--- src/rtl/dual_request_queue_pkg.sv ---
// rtl/dual_request_queue_pkg.sv - shared types, constants and grant check for dual_request_queue
//
// Purpose: source tag type, source constants and the grant-validity helper
//          used by the dual_request_queue top level.
// Contents:
//   src_t         - 1-bit source channel tag
//   SRC_0, SRC_1  - channel tag values
//   onehot_valid  - per-channel valid-grant vector from grants/requests
package dual_request_queue_pkg;

  typedef logic src_t;

  localparam src_t SRC_0 = 1'b0;
  localparam src_t SRC_1 = 1'b1;

  // Bit i is set only when the grant is exactly onehot(i) and channel i is
  // actually requesting; every other grant pattern yields 2'b00.
  function automatic logic [1:0] onehot_valid(input logic [1:0] grants,
                                              input logic [1:0] requests);
    logic [1:0] vg;
    vg[0] = (grants == 2'b01) & requests[0];
    vg[1] = (grants == 2'b10) & requests[1];
    return vg;
  endfunction

endpackage

--- src/rtl/dual_request_queue_fifo.sv ---
// rtl/dual_request_queue_fifo.sv - per-channel request FIFO (module request_fifo)
//
// Purpose: synchronous FIFO with registered occupancy; no full or empty bypass.
// Parameters: WIDTH (word bits), DEPTH (entries, power of two, >= 2)
// Ports:
//   clk, rst      - clock, asynchronous active-high reset
//   push, wdata   - write strobe and word (ignored when full)
//   pop, rdata    - read strobe (ignored when empty) and head word
//   empty, full   - decoded from the registered count only
module request_fifo #(
  parameter int WIDTH = 8,
  parameter int DEPTH = 4
) (
  input  logic             clk,
  input  logic             rst,
  input  logic             push,
  input  logic             pop,
  input  logic [WIDTH-1:0] wdata,
  output logic [WIDTH-1:0] rdata,
  output logic             empty,
  output logic             full
);

  localparam int PW = $clog2(DEPTH);
  localparam int CW = $clog2(DEPTH + 1);
  localparam logic [CW-1:0] FULL_COUNT = CW'(DEPTH);
  localparam logic [CW-1:0] COUNT_ONE  = CW'(1);
  localparam logic [PW-1:0] PTR_ONE    = PW'(1);

  logic [PW-1:0]    wr_ptr_q, wr_ptr_d;
  logic [PW-1:0]    rd_ptr_q, rd_ptr_d;
  logic [CW-1:0]    count_q, count_d;
  logic [WIDTH-1:0] mem_q [DEPTH];
  logic             push_ok, pop_ok;

  assign empty   = (count_q == '0);
  assign full    = (count_q == FULL_COUNT);
  assign push_ok = push & ~full;
  assign pop_ok  = pop & ~empty;
  assign rdata   = mem_q[rd_ptr_q];

  // Pointers wrap naturally at DEPTH since DEPTH is a power of two.
  always_comb begin
    wr_ptr_d = wr_ptr_q;
    rd_ptr_d = rd_ptr_q;
    count_d  = count_q;
    if (push_ok) wr_ptr_d = wr_ptr_q + PTR_ONE;
    if (pop_ok)  rd_ptr_d = rd_ptr_q + PTR_ONE;
    case ({push_ok, pop_ok})
      2'b10:   count_d = count_q + COUNT_ONE;
      2'b01:   count_d = count_q - COUNT_ONE;
      default: count_d = count_q;
    endcase
  end

  always_ff @(posedge clk or posedge rst) begin
    if (rst) begin
      wr_ptr_q <= '0;
      rd_ptr_q <= '0;
      count_q  <= '0;
    end else begin
      wr_ptr_q <= wr_ptr_d;
      rd_ptr_q <= rd_ptr_d;
      count_q  <= count_d;
    end
  end

  // Storage needs no reset: a reset count makes old entries unreachable.
  always_ff @(posedge clk) begin
    if (push_ok) mem_q[wr_ptr_q] <= wdata;
  end

endmodule

--- src/rtl/dual_request_queue.sv ---
// rtl/dual_request_queue.sv - two-channel requester front end for a 2-input arbiter
//
// Purpose: two private FIFOs raise requests from occupancy; a valid one-hot
//          grant pops the granted FIFO into a registered tagged output.
// Optional feature: DUAL_REQUEST_QUEUE_ERR_CHECK_EN enables the sticky err flag;
//          when undefined err is tied to 0.
// Ports:
//   clk, rst            - clock, asynchronous active-high reset
//   up_valid[1:0]       - producer i offers a word
//   up_data0, up_data1  - channel words
//   up_ready[1:0]       - FIFO i not full
//   requests[1:0]       - FIFO i non-empty (registered state only)
//   grants[1:0]         - arbiter grant, expected one-hot
//   out_valid/out_data/out_src - registered delivered word and its channel
//   err                 - sticky protocol error
module dual_request_queue
  import dual_request_queue_pkg::*;
#(
  parameter int WIDTH = 8,
  parameter int DEPTH = 4
) (
  input  logic             clk,
  input  logic             rst,
  input  logic [1:0]       up_valid,
  input  logic [WIDTH-1:0] up_data0,
  input  logic [WIDTH-1:0] up_data1,
  output logic [1:0]       up_ready,
  output logic [1:0]       requests,
  input  logic [1:0]       grants,
  output logic             out_valid,
  output logic [WIDTH-1:0] out_data,
  output logic             out_src,
  output logic             err
);

  logic [1:0]       fifo_empty, fifo_full;
  logic [1:0]       push, valid_grant;
  logic [WIDTH-1:0] rdata0, rdata1;

  logic             out_valid_q, out_valid_d;
  logic [WIDTH-1:0] out_data_q, out_data_d;
  src_t             out_src_q, out_src_d;

  assign up_ready    = ~fifo_full;
  assign requests    = ~fifo_empty;
  assign push        = up_valid & up_ready;
  assign valid_grant = onehot_valid(grants, requests);

  request_fifo #(.WIDTH(WIDTH), .DEPTH(DEPTH)) u_fifo0 (
    .clk   (clk),
    .rst   (rst),
    .push  (push[0]),
    .pop   (valid_grant[0]),
    .wdata (up_data0),
    .rdata (rdata0),
    .empty (fifo_empty[0]),
    .full  (fifo_full[0])
  );

  request_fifo #(.WIDTH(WIDTH), .DEPTH(DEPTH)) u_fifo1 (
    .clk   (clk),
    .rst   (rst),
    .push  (push[1]),
    .pop   (valid_grant[1]),
    .wdata (up_data1),
    .rdata (rdata1),
    .empty (fifo_empty[1]),
    .full  (fifo_full[1])
  );

  // Data and source hold their last delivered values on idle cycles.
  always_comb begin
    out_valid_d = |valid_grant;
    out_data_d  = out_data_q;
    out_src_d   = out_src_q;
    if (valid_grant[1]) begin
      out_data_d = rdata1;
      out_src_d  = SRC_1;
    end else if (valid_grant[0]) begin
      out_data_d = rdata0;
      out_src_d  = SRC_0;
    end
  end

  always_ff @(posedge clk or posedge rst) begin
    if (rst) begin
      out_valid_q <= 1'b0;
      out_data_q  <= '0;
      out_src_q   <= SRC_0;
    end else begin
      out_valid_q <= out_valid_d;
      out_data_q  <= out_data_d;
      out_src_q   <= out_src_d;
    end
  end

  assign out_valid = out_valid_q;
  assign out_data  = out_data_q;
  assign out_src   = out_src_q;

`ifdef DUAL_REQUEST_QUEUE_ERR_CHECK_EN
  logic err_q, err_d;

  always_comb begin
    err_d = err_q;
    if ((grants == 2'b11) || ((grants & ~requests) != 2'b00)) err_d = 1'b1;
  end

  always_ff @(posedge clk or posedge rst) begin
    if (rst) err_q <= 1'b0;
    else     err_q <= err_d;
  end

  assign err = err_q;
`else
  assign err = 1'b0;
`endif

endmodule

--- config.mk ---
export PLATFORM = sky130hd
export DESIGN_NAME = dual_request_queue
export DESIGN_NICKNAME = d
export VERILOG_FILES = /design/src/rtl/dual_request_queue_pkg.sv /design/src/rtl/dual_request_queue_fifo.sv /design/src/rtl/dual_request_queue.sv
export SDC_FILE = /design/constraint.sdc
export NUM_CORES = 1
export LEC_CHECK = 0
export BUFFER_PORTS_ARGS = -buffer_cell sky130_fd_sc_hd__buf_4
export CAP_MARGIN = 10
export CORE_ASPECT_RATIO = 1.5
export CORE_MARGIN = 8
export CORE_UTILIZATION = 58
export DETAILED_ROUTE_END_ITERATION = 16
export PLACE_DENSITY_LB_ADDON = 0.05
export SYNTH_ARGS = -nofsm -noshare
export SYNTH_HDL_FRONTEND = slang
export SYNTH_SLANG_ARGS = --single-unit
--- constraint.sdc ---
create_clock -name clk -period 2.6 [get_ports clk]
set_input_delay 0.26 -clock clk [delete_from_list [all_inputs] [get_ports clk]]
set_output_delay 0.26 -clock clk [all_outputs]
set_load 0.02 [all_outputs]
==> results of run 1 <==
cell families (layout without fill, tap and decap cells):
logic type | count (synthesis) | in the layout | share of synthesized area
adders and majority gates | 12 | 12 | 0.0461
muxes | 20 | 20 | 0.113
other | 1 | 1 | 0.00105
buffers and inverters | 21 | 65 | 0.0269
AOI/OAI and AO/OA | 10 | 10 | 0.0279
and+or+nand+nor | 30 | 30 | 0.0517
DFF | 88 | 88 | 0.704
xor gates and xnor gates | 12 | 12 | 0.0293
metal layers:
layer / vias up / global-route usage / routed length, um
met4: 0 / 0.0854 / 179
met2: 42 / 0.284 / 3780
met1: 928 / 0.161 / 2330
met3: 18 / 0.0400 / 280
met5: - / 0 / 0
li1: 817 / - / -
worst min-delay path by stage:
stage	end	slack, ns
floorplan	out_data[0]	0.27
global placement	u_fifo0.mem_q[0][6]	0.46
detailed placement	u_fifo0.mem_q[2][6]	0.46
CTS	u_fifo0.mem_q[0][6]	0.08
global route	u_fifo0.mem_q[0][6]	0.08
finish	u_fifo0.mem_q[2][6]	0.09
report_power, final:
part           leakage (nW)  switching, mW  internal (mW)
combinational         0.649          0.655          0.706
sequential            0.871          0.320           1.92
clock                 0.117          0.491          0.561
total                  1.64           1.47           3.19
cell type report:
cell class,instances,area share
clock inverters,7,0.0257
multi-input cells,85,0.233
clock buffers,9,0.0300
flip-flops and latches,88,0.611
inverters,12,0.0109
well taps,74,0.0224
repair buffers,37,0.0672
worst max-delay path, cell delays in order (launching register included):
cell and delay, ns:
dfrtp_1 0.41, or3b_1 0.46, and2_1 0.23, inv_1 0.08, ha_1 0.19, inv_1 0.07, fa_1 0.37, xor2_1 0.15
nor2_1 0.11, xor2_1 0.18
Yosys cell counts (all sizes together):
cell / instances / area (um^2)
and3: 16 / 100
mux2: 3 / 33.8
a221o: 8 / 80.1
xnor2: 8 / 70.1
xor2: 4 / 35.0
nand3: 2 / 10.0
edfxtp: 64 / 1920
or3b: 2 / 17.5
a22oi: 1 / 12.5
mux2i: 1 / 10.0
inv: 12 / 45.0
conb: 1 / 3.75
nor2: 2 / 7.51
and2: 3 / 21.3
a21o: 1 / 7.51
mux4: 16 / 360
clkbuf: 3 / 11.3
or3: 2 / 12.5
nand2: 1 / 3.75
dfrtp: 24 / 601
buf: 6 / 40.0
nor2b: 2 / 12.5
ha: 10 / 125
fa: 2 / 40.0
through the flow:
step / area [um^2] / util
finish: 4130 / 0.684
global route: 4130 / 0.684
CTS: 4130 / 0.684
detailed placement: 3900 / 0.646
global placement: 3900 / 0.646
floorplan: 3580 / -
flip-flops by register name, indices dropped and copies added (netlist names):
| signal | count |
|---|---|
| u_fifo1.count_q | 3 |
| out_data | 8 |
| u_fifo0.rd_ptr_q | 2 |
| u_fifo0.wr_ptr_q | 2 |
| u_fifo0.mem_q | 32 |
| u_fifo1.wr_ptr_q | 2 |
| u_fifo0.count_q | 3 |
| out_src | 1 |
| u_fifo1.rd_ptr_q | 2 |
| out_valid | 1 |
| u_fifo1.mem_q | 32 |
==> run_results.csv, run 1 <==
group,metric,value,unit
outcome,status,"complete, no violations",
cts,post_cts_buffers,0,
cts,h-tree-depth,3,
grt,grt_pass1_wl,10600,um
sta,whs,0.0921,ns
grt,gr-total-overflow,0,
cts,clkLatencyLatePin,0.36,ns
worst_setup_path,endpoint_kind,"register",
cells_and_area,finalNonFillerCells,312,
grt,grt_pass1_vias,2041,
cells_and_area,diodes,0,
placed_design,placed_cells,296,
sta,setup_viol_count_final,0,
worst_setup_path,r2r_setup_slack,0.28,ns
drt,drc,0,
synth,yosysWarnings,0,
grt,grt_start_max_net_pins,25,
power,power.density,1130,nW/um^2
sta,slew_violations,0,
hold_path,hold_path_class,"input port to register",
grt,antenna_found_initial,0,
floorplanning,coreArea,6040,um^2
cts,numCtsBuffers,9,
worst_setup_path,r2r_cells,9,
power,leakage,1.64,nW
floorplanning,initial_utilization,0.593,
cells_and_area,multiInputGateArea,963,um^2
sta,min_period,2.32,ns
worst_setup_path,crit_required,2.88,ns
placed_design,dpl.hpwl,4940,um
cts,ctsResizeCount,0,
grt,grt.total_usage,0.159,
cts,cts-root-buf,"clkbuf_8",
drt,initialDrtViolationCount,119,
drt,num_vias,1805,
cells_and_area,area_growth,15.3,%
synth,synth_nets,228,
worst_setup_path,cp_max_fo,6,
synth,synth.lib_cells_used.distinct,28,
cts,cts-hold-fix-buffers,0,
worst_setup_path,crit_start,"u_fifo1.count_q[0]",
cells_and_area,final_nets,267,
sta,rsz0062_at_grt,"false",
power,irDropWorstVdd,655,uV
floorplanning,die_y,112,um
drt,via_per_inst,5.79,
sta,setup_slack,0.275,ns
sta,max_freq,0.430,GHz
cells_and_area,seq_area,2520,um^2
floorplanning,fp.dieArea,9000,um^2
worst_setup_path,worstSetupPathType,"register to register",
cells_and_area,fillers,412,
floorplanning,rows,35,
synth,synthCells,194,
drt,wire_per_inst,21.1,um
flow_run,max_cap_violations,0,
placed_design,portBuffers,35,
placed_design,place.gp.congestion,0.717,
synth,ys_seq_area_frac,0.704,
cts,clk_pin_slew,0.09,ns
sta,worst_pin_slew,0.962,ns
cts,cts_tree,"done",
worst_setup_path,reg2reg_to,"u_fifo1.count_q[2]",
sta,fin_crit_sh,0.894,
sta,slew-limit-headroom,0.358,
cells_and_area,final_common_cell,"edfxtp_1",
sta,hold_viol_final,0,
worst_setup_path,cp-start-kind,"register",
floorplanning,chipWidth,80.2,um
synth,synth_area_per_cell,18.5,um^2
drt,wl,6570,um
cells_and_area,drive_above_1_share,0.311,
synth,syn_area,3580,um^2
power,total_power,4.65,mW
placed_design,place_ws,0.325,ns
cts,clk_path_buf_depth,2,
worst_setup_path,r2r-start,"u_fifo1.count_q[0]",
hold_path,holdCritStartpoint,"up_data0[6]",
sta,fin_setup_tns,0,ns
drt,antenna_left,0,
worst_setup_path,cp_data_arrival_time,2.60,ns
cells_and_area,layout_common_cells,"edfxtp_1 (64), buf_4 (37), dfrtp_1 (24)",
worst_setup_path,endpoint,"u_fifo1.count_q[2]",
floorplanning,io_pins,37,
drt,firstDrtPassIters,4,
cts,cts_sinks,88,
hold_path,whs_path_depth,1,
sta,clock_skew,0.00839,ns
synth,yosys_register_bits,88,
Power figures use the tool's default switching activity.
==> inputs of run 2 (changes only) <==
GPL_TIMING_DRIVEN = 0   (was default)
HOLD_SLACK_MARGIN = 0.05   (was default)
clock period = 2.3 ns   (was 2.6 ns; I/O delays follow)
==> run_results.csv, run 2 (synthesized netlist as in run 1, its figures left out) <==
group,metric,value,unit
worst_setup_path,crit_required,2.53,ns
sta,slew_violations,0,
sta,fin_crit_sh,0.943,
sta,clock_skew,0.00954,ns
cells_and_area,final_cell_area,4190,um^2
worst_setup_path,cp_data_arrival_time,2.40,ns
drt,wire_per_inst,20.4,um
worst_setup_path,r2r-start,"u_fifo0.count_q[0]",
power,power.density,1250,nW/um^2
sta,worst_pin_slew,0.951,ns
grt,gr-total-overflow,0,
cells_and_area,final_nets,279,
cts,numCtsBuffers,9,
hold_path,whs_path_depth,1,
cts,cts_tree,"done",
sta,max_freq,0.461,GHz
worst_setup_path,crit_start,"u_fifo0.count_q[0]",
grt,grt.total_usage,0.159,
cells_and_area,diodes,0,
cts,cts_sinks,88,
drt,drc,0,
placed_design,place.gp.congestion,0.752,
placed_design,portBuffers,35,
worst_setup_path,cp_max_fo,6,
drt,wl,6590,um
sta,rsz0062_at_grt,"false",
hold_path,holdCritStartpoint,"up_data1[0]",
worst_setup_path,r2r_cells,6,
floorplanning,coreArea,6040,um^2
cts,clk_pin_slew,0.08,ns
flow_run,max_cap_violations,0,
cells_and_area,area_growth,17.0,%
grt,grt_start_max_net_pins,25,
sta,slew-limit-headroom,0.365,
placed_design,dpl.hpwl,4960,um
worst_setup_path,crit_buf_inv,1,
cells_and_area,final_common_cell,"edfxtp_1",
cts,h-tree-depth,3,
cts,clkLatencyLatePin,0.35,ns
grt,grt_pass1_vias,2036,
worst_setup_path,worstSetupPathType,"register to register",
worst_setup_path,r2r_setup_slack,0.13,ns
drt,firstDrtPassIters,4,
hold_path,hold_end,"u_fifo1.mem_q[1][0]",
floorplanning,rows,35,
sta,hold_viol_final,0,
outcome,status,"complete, no violations",
floorplanning,chipWidth,80.2,um
worst_setup_path,cp_top_family,"simple AND/OR/NAND/NOR gates",
cells_and_area,layout_common_cells,"edfxtp_1 (64), buf_4 (43), dfrtp_1 (24)",
floorplanning,die_y,112,um
drt,initialDrtViolationCount,165,
drt,antenna_left,0,
grt,antenna_found_initial,0,
cells_and_area,fin_util,0.693,
drt,via_per_inst,5.70,
worst_setup_path,reg2reg_to,"u_fifo0.count_q[1]",
sta,min_period,2.17,ns
power,irDropWorstVdd,721,uV
sta,fin_setup_tns,0,ns
worst_setup_path,cp_slowest_cell,"or3b_4",
worst_setup_path,path_cells,"or3b_4, and2_1, inv_1, ha_1, fa_1, mux2_2",
worst_setup_path,cp-start-kind,"register",
power,leakage,1.66,nW
sta,setup_viol_count_final,0,
worst_setup_path,endpoint_kind,"register",
cells_and_area,drive_above_1_share,0.348,
grt,grt_pass1_wl,10600,um
floorplanning,fp.dieArea,9000,um^2
hold_path,hold_path_class,"input port to register",
drt,num_vias,1848,
cts,cts-root-buf,"clkbuf_8",
floorplanning,io_pins,37,
worst_setup_path,cp_slowest_stage_delay,0.45,ns
floorplanning,initial_utilization,0.593,
cts,clk_path_buf_depth,2,
placed_design,placed_cell_area,3940,um^2
run 2: cell count changes in the layout (fill, tap and decap cells not counted), sizes merged:
cell      delta
buf         +10
clkbuf       +5
inv          -5
clkinv       +2
bufinv       -1
clkinvlp     +1
run 2: worst max path at each step:
stage / cells past startpoint / to
5_1_grt: 9 / u_fifo1.count_q[2]
2_1_floorplan: 9 / u_fifo0.count_q[2]
4_1_cts: 9 / u_fifo1.count_q[2]
3_5_place_dp: 9 / u_fifo0.count_q[2]
3_3_place_gp: 9 / u_fifo0.count_q[2]
6_report: 6 / u_fifo0.count_q[1]
run 2: layout make-up:
class	count	area (um^2)
Sequential cell	88	2520
Inverter	12	45.0
Fill cell	403	1850
Clock inverter	4	46.3
Buffer	8	47.5
Multi-Input combinational cell	85	983
Timing Repair Buffer	41	308
Tap cell	74	92.6
Clock buffer	12	145
run 2: where the power goes:
| part | leakage [nW] | internal (mW) | switching, mW |
|---|---|---|---|
| registers | 0.871 | 2.17 | 0.208 |
| logic | 0.697 | 0.911 | 0.920 |
| clock network | 0.0940 | 0.527 | 0.488 |
| total | 1.66 | 3.61 | 1.62 |
run 2: metal layers:
metal  global-route usage  routed length [um]
met5                    0                   0
met2                0.290                3880
met4               0.0780                  99
met1                0.162                2390
met3               0.0320                 232
run 2: per-stage QoR:
step,power (mW),hold WS [ns],setup slack [ns],instances
after floorplan,3.57,0.245,0.0365,194
after global placement,4.02,0.427,-0.0710,303
after detailed placement,4.17,0.433,-0.117,303
after CTS,5.17,0.0672,0.000438,318
after global routing,5.49,0.0663,0.0271,324
final,5.23,0.0802,0.131,324
run 2: worst register-to-register path: stages (launching register included):
cell     delay (ns)
dfrtp_1        0.44
or3b_4         0.45
and2_1         0.21
inv_1          0.07
ha_1           0.19
fa_1           0.43
mux2_2         0.27
run 2: repair_timing:
item / 4_1_cts / 5_1_grt
setup buffers: 0 / 6
endpoints found under the hold margin: 0 / 0
resized for setup: 1 / 6
setup endpoints to repair: 2 / 3
pin swaps: 0 / 4
hold buffers: 0 / 0
